$ cat src/rtl/brc_serial_ctrl_if.sv
// Request/result handshake bundle for the serial branch comparator.
// Signal names carry the controller's point of view (i_ = into the controller).
interface brc_serial_ctrl_if #(
  parameter int DATA_W = 32
);
  logic              i_valid;
  logic              o_ready;
  logic [DATA_W-1:0] i_rs1_data;
  logic [DATA_W-1:0] i_rs2_data;
  logic              i_br_un;
  logic              o_valid;
  logic              i_ready;
  logic              o_br_less;
  logic              o_br_equal;

  modport slave (
    input  i_valid, i_rs1_data, i_rs2_data, i_br_un, i_ready,
    output o_ready, o_valid, o_br_less, o_br_equal
  );

  modport master (
    output i_valid, i_rs1_data, i_rs2_data, i_br_un, i_ready,
    input  o_ready, o_valid, o_br_less, o_br_equal
  );
endinterface

$ cat src/rtl/brc_serial_ctrl.sv
// Multi-cycle branch comparator: one SLICE_W-bit unsigned compare slice walked MSB-first.
// Optional macro BRC_EARLY_EXIT_EN finishes on the first unequal slice instead of always NSLICE edges.
module brc_serial_ctrl #(
  parameter int DATA_W  = 32,
  parameter int SLICE_W = 4
) (
  input logic              i_clk,
  input logic              i_rst,
  brc_serial_ctrl_if.slave bus
);
  localparam int NSLICE = DATA_W / SLICE_W;
  localparam int IDX_W  = (NSLICE > 1) ? $clog2(NSLICE) : 1;
  localparam logic [IDX_W-1:0] IDX_MAX = IDX_W'(NSLICE - 1);

  generate
    if (DATA_W % SLICE_W != 0) begin : g_bad_slice
      $error("brc_serial_ctrl: DATA_W must be a multiple of SLICE_W");
    end
  endgenerate

  typedef enum logic [1:0] {
    IDLE = 2'd0,
    CMP  = 2'd1,
    DONE = 2'd2
  } state_t;

  state_t             state_q, state_d;
  logic [IDX_W-1:0]   idx_q, idx_d;
  logic               decided_q, decided_d;
  logic               less_q, less_d;
  logic               accept;
  logic [DATA_W-1:0]  rs1_p0, rs2_p0;
  logic [SLICE_W-1:0] slice1, slice2;

  // Flipping the sign bit maps two's complement order onto unsigned order.
  function automatic logic [DATA_W-1:0] bias_msb(input logic [DATA_W-1:0] v, input logic un);
    logic [DATA_W-1:0] r;
    r = v;
    r[DATA_W-1] = v[DATA_W-1] ^ ~un;
    return r;
  endfunction

  assign slice1 = rs1_p0[int'(idx_q)*SLICE_W +: SLICE_W];
  assign slice2 = rs2_p0[int'(idx_q)*SLICE_W +: SLICE_W];

  always_comb begin
    state_d   = state_q;
    idx_d     = idx_q;
    decided_d = decided_q;
    less_d    = less_q;
    accept    = 1'b0;
    case (state_q)
      IDLE: begin
        if (bus.i_valid) begin
          accept    = 1'b1;
          idx_d     = IDX_MAX;
          decided_d = 1'b0;
          less_d    = 1'b0;
          state_d   = CMP;
        end
      end
      CMP: begin
        idx_d = idx_q - 1'b1;
        if (!decided_q && (slice1 != slice2)) begin
          decided_d = 1'b1;
          less_d    = (slice1 < slice2);
`ifdef BRC_EARLY_EXIT_EN
          state_d   = DONE;
`endif
        end
        if (idx_q == '0) begin
          state_d = DONE;
        end
      end
      DONE: begin
        if (bus.i_ready) begin
          state_d = IDLE;
        end
      end
      default: state_d = IDLE;
    endcase
  end

  always_ff @(posedge i_clk) begin
    if (i_rst) begin
      state_q   <= IDLE;
      idx_q     <= '0;
      decided_q <= 1'b0;
      less_q    <= 1'b0;
    end else begin
      state_q   <= state_d;
      idx_q     <= idx_d;
      decided_q <= decided_d;
      less_q    <= less_d;
    end
  end

  // Operand capture stage: data only, no reset.
  always_ff @(posedge i_clk) begin
    if (accept) begin
      rs1_p0 <= bias_msb(bus.i_rs1_data, bus.i_br_un);
      rs2_p0 <= bias_msb(bus.i_rs2_data, bus.i_br_un);
    end
  end

  assign bus.o_ready    = (state_q == IDLE) && !i_rst;
  assign bus.o_valid    = (state_q == DONE);
  assign bus.o_br_less  = (state_q == DONE) && less_q;
  assign bus.o_br_equal = (state_q == DONE) && !decided_q;

endmodule
$ cat src/flat_wrapper.sv
// flat-port wrapper written by rule: the top's interface ports become plain ports
module brc_serial_ctrl_flat 
#(
  parameter int DATA_W  = 32,
  parameter int SLICE_W = 4
)
  (i_clk, i_rst, bus_i_valid, bus_i_rs1_data, bus_i_rs2_data, bus_i_br_un, bus_i_ready, bus_o_ready, bus_o_valid, bus_o_br_less, bus_o_br_equal);
  brc_serial_ctrl_if #(.DATA_W(DATA_W)) bus_i ();
  input logic i_clk;
  input logic i_rst;
  input wire logic [$bits(bus_i.i_valid)-1:0] bus_i_valid;
  input wire logic [$bits(bus_i.i_rs1_data)-1:0] bus_i_rs1_data;
  input wire logic [$bits(bus_i.i_rs2_data)-1:0] bus_i_rs2_data;
  input wire logic [$bits(bus_i.i_br_un)-1:0] bus_i_br_un;
  input wire logic [$bits(bus_i.i_ready)-1:0] bus_i_ready;
  output wire logic [$bits(bus_i.o_ready)-1:0] bus_o_ready;
  output wire logic [$bits(bus_i.o_valid)-1:0] bus_o_valid;
  output wire logic [$bits(bus_i.o_br_less)-1:0] bus_o_br_less;
  output wire logic [$bits(bus_i.o_br_equal)-1:0] bus_o_br_equal;
  assign bus_i.i_valid = bus_i_valid;
  assign bus_i.i_rs1_data = bus_i_rs1_data;
  assign bus_i.i_rs2_data = bus_i_rs2_data;
  assign bus_i.i_br_un = bus_i_br_un;
  assign bus_i.i_ready = bus_i_ready;
  assign bus_o_ready = bus_i.o_ready;
  assign bus_o_valid = bus_i.o_valid;
  assign bus_o_br_less = bus_i.o_br_less;
  assign bus_o_br_equal = bus_i.o_br_equal;
  brc_serial_ctrl #(.DATA_W(DATA_W), .SLICE_W(SLICE_W)) u_core (.i_clk(i_clk), .i_rst(i_rst), .bus(bus_i));
endmodule
$ cat config.mk
export PLATFORM = sky130hd
export DESIGN_NAME = brc_serial_ctrl_flat
export DESIGN_NICKNAME = d
export VERILOG_FILES = /design/src/rtl/brc_serial_ctrl_if.sv /design/src/rtl/brc_serial_ctrl.sv /design/src/flat_wrapper.sv
export SDC_FILE = /design/constraint.sdc
export NUM_CORES = 1
export LEC_CHECK = 0
export ABC_AREA = 1
export CORE_UTILIZATION = 35
export DETAILED_ROUTE_END_ITERATION = 8
export SLEW_MARGIN = 40
export SYNTH_ARGS = -nofsm -noshare
export SYNTH_HDL_FRONTEND = slang
export SYNTH_SLANG_ARGS = --single-unit
$ cat constraint.sdc
create_clock -name i_clk -period 6.6 [get_ports i_clk]
set_clock_uncertainty 0.05 [all_clocks]
set_input_delay 0.66 -clock i_clk [delete_from_list [all_inputs] [get_ports i_clk]]
set_output_delay 0.66 -clock i_clk [all_outputs]
set_load 0.005 [all_outputs]
Word level (Yosys, flattened, before mapping)
Index checks and enable logic that the tools add are counted.
{"block": "totals", "register_bits": 71, "wordCells": 45}
{"block": "op_classes", "n_addsub": 1, "n_lt_le_gt_ge": 1, "eq_ne": 7, "shift": 2, "n_mux": 13, "n_bitwise": 3, "n_reduce_logical": 12}
{"operator": "32-bit by 6-bit indexed part select with 4-bit output", "n": 2}
{"operator": "2-bit 2-to-1 mux", "n": 3}
{"operator": "2-bit one-hot mux with 3 select lines", "n": 1}
{"operator": "3-bit one-hot mux with 2 select lines", "n": 1}
{"operator": "3-bit AND reduction", "n": 2}
{"operator": "1-bit 2-to-1 mux", "n": 5}
{"operator": "1-bit logical AND", "n": 4}
{"operator": "4-bit < comparator", "n": 1}
{"operator": "2-bit by 1-bit inequality test with 1-bit output (second input constant)", "n": 2}
{"operator": "2-bit inequality test (second input constant)", "n": 2}
{"operator": "4-bit inequality test", "n": 1}
{"operator": "1-bit one-hot mux with 2 select lines", "n": 2}
{"operator": "3-bit zero test", "n": 1}
{"operator": "3-bit 2-to-1 mux", "n": 1}
{"operator": "3-bit by 1-bit subtractor with 3-bit output (second input constant)", "n": 1}
{"operator": "2-bit by 1-bit equality test with 1-bit output (second input constant)", "n": 1}
{"operator": "2-bit equality test (second input constant)", "n": 1}
{"operator": "1-bit zero test", "n": 2}
{"operator": "2-bit zero test", "n": 1}
{"operator": "2-bit AND reduction", "n": 1}
{"operator": "2-bit nonzero test", "n": 1}
{"operator": "1-bit bitwise XOR", "n": 2}
{"operator": "1-bit inverter", "n": 1}

Logic depth before layout (Yosys ltp)
Gate-level depths: netlist of run 1.
{"block": "depth", "depth_word": 5, "ltp_mapped": 17, "depth_no_buf": 15}

Worst setup path before layout of run 1
OpenSTA, ideal clock, no wires.
{"block": "synth_path", "path_type": "input-to-reg", "start": "input bus_i_valid", "end": "register u_core.rs1_p0[0], enable pin", "setup_ns": 0.418, "arrival_ns": 2.003, "required_ns": 6.132, "path_slack_ns": 4.129, "stages": 2, "n_path_buf": 0, "path_cell_list": "nand2_1 -> inv_1"}
{"block": "synth_via", "elab_chain_cells": 2}
{"element": "from (decl)", "line_no": "flat_wrapper.sv:11", "text": "input wire logic [$bits(bus_i.i_valid)-1:0] bus_i_valid;"}
{"element": "1-bit 2-to-1 mux", "line_no": "brc_serial_ctrl.sv:54", "text": "if (bus.i_valid) begin"}
{"element": "1-bit 2-to-1 mux", "line_no": "brc_serial_ctrl.sv:52", "text": "case (state_q)"}
{"element": "net u_core.accept", "line_no": "brc_serial_ctrl.sv:31", "text": "logic accept;"}
{"element": "to (signal assigned)", "line_no": "brc_serial_ctrl.sv:101", "text": "rs1_p0 <= bias_msb(bus.i_rs1_data, bus.i_br_un);"}
{"element": "to (decl)", "line_no": "brc_serial_ctrl.sv:32", "text": "logic [DATA_W-1:0] rs1_p0, rs2_p0;"}
The timed path passes the listed nets, and every way through them passes these cells.
A chain may end at the register's enable or synchronous reset.

Worst setup path after layout of run 1
{"block": "layout_path", "start": "input i_rst", "end": "output bus_o_ready"}
{"block": "layout_via", "elab_chain_cells": 2}
{"element": "from (decl)", "line_no": "flat_wrapper.sv:10", "text": "input logic i_rst;"}
{"element": "1-bit zero test", "line_no": "brc_serial_ctrl.sv:106", "text": "assign bus.o_ready = (state_q == IDLE) && !i_rst;"}
{"element": "1-bit logical AND", "line_no": "brc_serial_ctrl.sv:106"}
{"element": "to (decl)", "line_no": "flat_wrapper.sv:16", "text": "output wire logic [$bits(bus_i.o_ready)-1:0] bus_o_ready;"}
No other way between the ends.

==> impl_results.md, run 1 <==
* Status: finished clean
* Post-CTS setup buffers at 0
* Crit path max fanout at 5
* Final setup viols at 0
* Hold Vio Cnt, Final at 0
* FF-to-FF setup slack at 4.21 ns
* PD cells at 285 nW/um^2
* XOR/XNOR share of the synthesized area at 0.865%
* CORE AREA at 8300 sq um
* Design Power at 1.15 mW
* Fin crit share at 38.3%
* RePlAce Congestion at 0.702
* Worst Max-Slew Pin Slew at 0.794 ns
* Post-Syn Nets at 346
* Clock Tree Buf Depth at 2
* Setup TNS at 0 ns
* Row Count at 33
* Post-DP HPWL at 3760 um
* H-tree depth at 3
* Tmin final at 2.53 ns
* Gate Count Post-Synth at 271
* Hold crit path type: register to register
* Wire per inst at 13.1 um
* Die W at 95.2 um
* Hold buffers post-CTS at 0
* PostCTS Resize Cnt at 0
* Placed cells at 439
* CP endpoint kind: primary output
* Post-Syn Area at 3040 sq um
* Final cell count without fillers at 456
* Post-Synth Adder-Cell Area at 2.47%
* Reg clk slew, reported paths at 0.06 ns
* Arr. time, crit path at 1.82 ns
* Yosys Warn Count at 0
* Number of buffers added on ports at 72
* # DRC at 0
* Leakage at 1.54 nW
* CTS tree: built
* Pre-antenna DRT Iters at 4
* TritonCTS buffer count at 9
* Sequential element share of the synthesized area at 67.9%
* # IOs at 73
* Peak VDD IR at 0.120 mV
* Multiplexer share of the synthesized area at 0%
* Die area at 9060 sq um
* GRT Overall Usage at 15.0%
* Starting Density at 36.6%
* N_diodes at 0
* P&R area growth vs syn at 33.0%
* Antenna violations before repair at 0
* Layout cells sized above 1 at 6.55%
* Critical Path Start Type: input port
* DR vias at 2074
* Simple-gate share of the synthesized area at 16.2%
* Syn_area_per_cell at 11.2 sq um
* Flip-flop and latch count after synthesis at 71
* Largest net degree at the start of global routing at 65
* Via density at 4.55
* Min Hold Slack at 0.447 ns
* Final wirelength at 5990 um
* Dominant combinational cell family by area after synthesis: simple AND/OR/NAND/NOR gates
* CTS root buf: clkbuf_8
* Remaining Overflow, GRT at 0
* CTS sink cnt at 71
* Clock Latency Late Sink at 0.35 ns
* Fillers at 739
* Maximum clock rate at 396 MHz
* Synth Area in Compound Gates at 6.75%
* Vias in the first global route at 2039
* Count of cell types in the netlist at 20
* Critical Path RT at 5.89 ns
* Starting DRT DRC Count at 105
* Max-cap viol count at 0
* Kind of critical path: input port to primary output
* First-pass GRT wire length at 9720 um
* Nets@finish at 421
* Slew headroom at 47.0%
* Post-route ant nets at 0
* Die height at 95.2 um
* RSZ-0062 raised after global routing: false
* Max-slew violations at 0
==> power by group <==
group          internal [mW]  switching [mW]
Sequential             0.534          0.0183
Combinational         0.0865           0.104
Clock                  0.248           0.159
Total                  0.869           0.281
==> kinds of logic (layout without fill, tap and decap cells) <==
kind of cell / Yosys count / after routing
AND/OR/NAND/NOR: 126 / 126
buffers and inverters: 24 / 104
flip-flops: 71 / 71
AO/OA/AOI/OAI: 41 / 41
XOR/XNOR: 3 / 3
adder cells (fa/ha/maj): 6 / 6
==> sequential cells by signal (all words and copies together) (netlist names) <==
register	flops
u_core.decided_q	1
u_core.idx_q	3
u_core.less_q	1
u_core.rs1_p0	32
u_core.rs2_p0	32
u_core.state_q	2
==> worst max-delay path, cell delays in order <==
cell and delay [ns]:
clkdlybuf4s50_1 0.48, nor3_1 0.16, clkdlybuf4s50_1 0.52
==> placed cells by master, fill, tap and decap left out, types with 6 or more instances in the layout <==
master / count
clkbuf_8: 9
o21ai_1: 24
ha_1: 6
o21ai_0: 10
a21oi_1: 7
nand2_1: 64
dfxtp_1: 7
nor2_1: 50
clkdlybuf4s50_1: 72
nand3_1: 8
inv_1: 9
edfxtp_1: 64
==> final cells by class <==
| type | count | area [sq um] | area share, % |
|---|---|---|---|
| clock buffer | 9 | 124 | 3.07 |
| clock inverter | 7 | 110 | 2.73 |
| inverter | 13 | 58.8 | 1.46 |
| multi-input combinational | 176 | 798 | 19.8 |
| sequential | 71 | 2060 | 51.0 |
| tap | 105 | 131 | 3.25 |
| timing repair buffer | 75 | 756 | 18.7 |
==> layer usage <==
layer  GRT usage (%)  wire, um
met1            18.0      2790
met2            23.9      2780
met3            5.18       310
met4            7.20       105
met5               0         0
==> path summary, 6_finish.rpt <==
check	from	end	cells after the start
worst max-delay path	i_rst	bus_o_ready	3
worst min-delay path	u_core.decided_q	u_core.decided_q	2
worst max register to register	u_core.idx_q[1]	u_core.less_q	13
worst min register to register	u_core.decided_q	u_core.decided_q	2
==> cells in the mapped netlist <==
cell / instances / area share, %
a21oi_1: 7 / 1.2
buf_12: 1 / 0.66
buf_2: 1 / 0.16
buf_4: 2 / 0.49
buf_6: 7 / 2.6
dfxtp_1: 7 / 4.6
edfxtp_1: 64 / 63
ha_1: 6 / 2.5
inv_1: 10 / 1.2
inv_2: 1 / 0.12
inv_4: 1 / 0.21
inv_8: 1 / 0.37
nand2_1: 64 / 7.9
nand2_2: 3 / 0.62
nand3_1: 8 / 1.3
nor2_1: 50 / 6.2
nor3_1: 1 / 0.16
o21ai_0: 10 / 1.6
o21ai_1: 24 / 4.0
xnor2_1: 3 / 0.87
==> stage by stage <==
step	worst slack [ns]	util [%]	instance area, sq um
final	4.07	48.7	4040
after global routing	3.92	48.7	4040
after CTS	4.07	48.4	4020
after detailed placement	4.08	45.6	3790
after global placement	4.09	45.6	3790
after floorplan	4.13	-	3040
Note: power is estimated with default switching activity, not from simulation.
==> run 2: changes to the inputs <==
==> constraint.sdc (replaced) <==
create_clock -name i_clk -period 2.5 [get_ports i_clk]
set_clock_uncertainty 0.05 [all_clocks]
set_input_delay 0.25 -clock i_clk [delete_from_list [all_inputs] [get_ports i_clk]]
set_output_delay 0.25 -clock i_clk [all_outputs]
set_load 0.005 [all_outputs]
==> run 2 against run 1 <==
Compared with the run above: die area stayed put; combinational power grew to 2.6 times the previous value; cell area is 1.3% lower; count of clock-buffer cells in the layout is 2 higher; critical endpoint is now u_core.less_q; power is 140% higher.
==> impl_results.md, run 2 (synthesized netlist as in run 1, its figures left out) <==
* Fin crit share at 80.3%
* Critical Path RT at 2.68 ns (-3.21 ns)
* Post-route ant nets at 0 (unchanged)
* H-tree depth at 3 (unchanged)
* Row Count at 33 (unchanged)
* Via density at 4.59 (+0.94%)
* Sequential Power Share at 52.1% (+4.1 points)
* Status: finished clean
* Peak VDD IR at 0.336 mV (+180%)
* Arr. time, crit path at 2.19 ns (+0.37 ns)
* Vias in the first global route at 2108 (+3.4%)
* Pre-antenna DRT Iters at 4 (unchanged)
* Critical Path Start Type: register
* Final cell count without fillers at 457 (+0.22%)
* Starting DRT DRC Count at 140 (+33%)
* Die W at 95.2 um (unchanged)
* Slew headroom at 67.3% (+20 points)
* Clock Latency Late Sink at 0.34 ns (about the same)
* Setup TNS at 0 ns (unchanged)
* Post-DP HPWL at 4250 um (+13%)
* # IOs at 73 (unchanged)
* Wire per inst at 13.0 um (-1.3%)
* Hold crit path type: input port to register
* Post-CTS setup buffers at 0 (unchanged)
* Worst Max-Slew Pin Slew at 0.491 ns (-0.304 ns)
* Max-cap viol count at 0 (unchanged)
* Post-DP Area at 3810 sq um (+0.59%)
* Die area at 9060 sq um (unchanged)
* CP endpoint kind: register
* Antenna violations before repair at 0 (unchanged)
* Starting Density at 36.6% (unchanged)
* N_diodes at 0 (unchanged)
* Leakage at 1.52 nW (-1.3%)
* Remaining Overflow, GRT at 0 (unchanged)
* First-pass GRT wire length at 9650 um (-0.78%)
* Fin util at 48.0% (-0.63 points)
* Logic pwr share at 17.7% (+1.2 points)
* CORE AREA at 8300 sq um (unchanged)
* Largest net degree at the start of global routing at 40 (-38%)
* Kind of critical path: register to register
* PostCTS Resize Cnt at 0 (unchanged)
* Most common cell after layout, fill and taps aside: clkdlybuf4s50_1
* Switching Share at 25.2% (+0.79 points)
* P&R area growth vs syn at 31.3%
* CTS sink cnt at 71 (unchanged)
* Clock Tree Buf Depth at 2 (unchanged)
* Hold Vio Cnt, Final at 0 (unchanged)
* Reg clk slew, reported paths at 0.07 ns (about the same)
* Number of buffers added on ports at 72 (unchanged)
* CTS root buf: clkbuf_8
* Final wirelength at 5920 um (-1.1%)
* PD cells at 702 nW/um^2 (+150%)
* GRT Overall Usage at 14.3% (-0.68 points)
* Nets@finish at 423 (+0.48%)
* RePlAce Congestion at 0.792 (+13%)
* Placed cells at 442 (+0.68%)
* Hold buffers post-CTS at 0 (unchanged)
* Clock power frac at 30.2% (-5.2 points)
* Min Hold Slack at 0.412 ns (-0.0350 ns)
* Crit path max fanout at 36 (+31)
* Int Power at 2.09 mW (+140%)
* RSZ-0062 raised after global routing: false
* TritonCTS buffer count at 9 (unchanged)
* Most frequent cells in the layout: clkdlybuf4s50_1 (72), nand2_1 (64), edfxtp_1 (64)
* Regs by FF count: u_core.rs1_p0 (32), u_core.rs2_p0 (32), u_core.idx_q (3)
* Maximum clock rate at 498 MHz
* DR vias at 2098 (+1.2%)
* Layout cells sized above 1 at 6.82% (+0.27 points)
* Die height at 95.2 um (unchanged)
* Post-route cell area at 3990 sq um (-1.3%)
* CTS tree: built
* Tmin final at 2.01 ns
* # DRC at 0 (unchanged)
* Max-slew violations at 0 (unchanged)
* Final setup viols at 0 (unchanged)
* NetSw at 0.707 mW (+150%)
-- run 2: cell count changes in the layout (fill, tap and decap cells not counted), sizes merged --
cell	delta
bufinv	-2
inv	-1
buf	+2
clkbuf	+2
-- run 2: per-layer routing --
layer | GRT usage [%] | wire, um
met1 | 18.2 | 2660
met2 | 23.2 | 2820
met3 | 3.03 | 329
met4 | 6.82 | 107
met5 | 0 | 0
-- run 2: layout make-up --
cell class	count	area [sq um]
fillers	761	4310
flip-flops and latches	71	2060
multi-input cells	176	798
repair buffers	77	758
clock buffers	11	131
well taps	105	131
inverters	13	58.8
clock inverters	4	47.5
-- run 2: path summary, 6_finish.rpt --
kind                      start                 to  slack, ns  cells after the start
max             u_core.idx_q[0]      u_core.less_q       0.49                     15
max reg2reg     u_core.idx_q[0]      u_core.less_q       0.49                     15
min reg2reg    u_core.decided_q   u_core.decided_q       0.46                      2
min          bus_i_rs1_data[29]  u_core.rs1_p0[29]       0.41                      1
-- run 2: power by group through the flow --
stage	registers (mW)	logic, mW	clock network, mW
5_1_grt	1.47	0.574	0.907
3_5_place_dp	1.49	0.502	0
2_1_floorplan	1.46	0.348	0
6_report	1.46	0.495	0.846
3_3_place_gp	1.49	0.493	0
4_1_cts	1.46	0.504	0.866
-- run 2: stage by stage --
step / worst slack [ns] / power (mW)
2_1_floorplan: 0.282 / 1.81
3_3_place_gp: 0.580 / 1.98
3_5_place_dp: 0.489 / 1.99
4_1_cts: 0.469 / 2.83
5_1_grt: 0.232 / 2.95
6_report: 0.493 / 2.80
-- run 2: worst max-delay path: stages, from the launching register on --
cell,delay [ns]
dfxtp_1,0.33
buf_4,0.27
inv_8,0.14
nand2_1,0.08
nand2_1,0.05
nand2_1,0.05
o21ai_1,0.06
nand2_1,0.06
nand2_1,0.07
ha_1,0.30
nand2_1,0.06
inv_1,0.04
nand2_1,0.05
nand2_1,0.09
a21oi_1,0.14
nor2_1,0.05
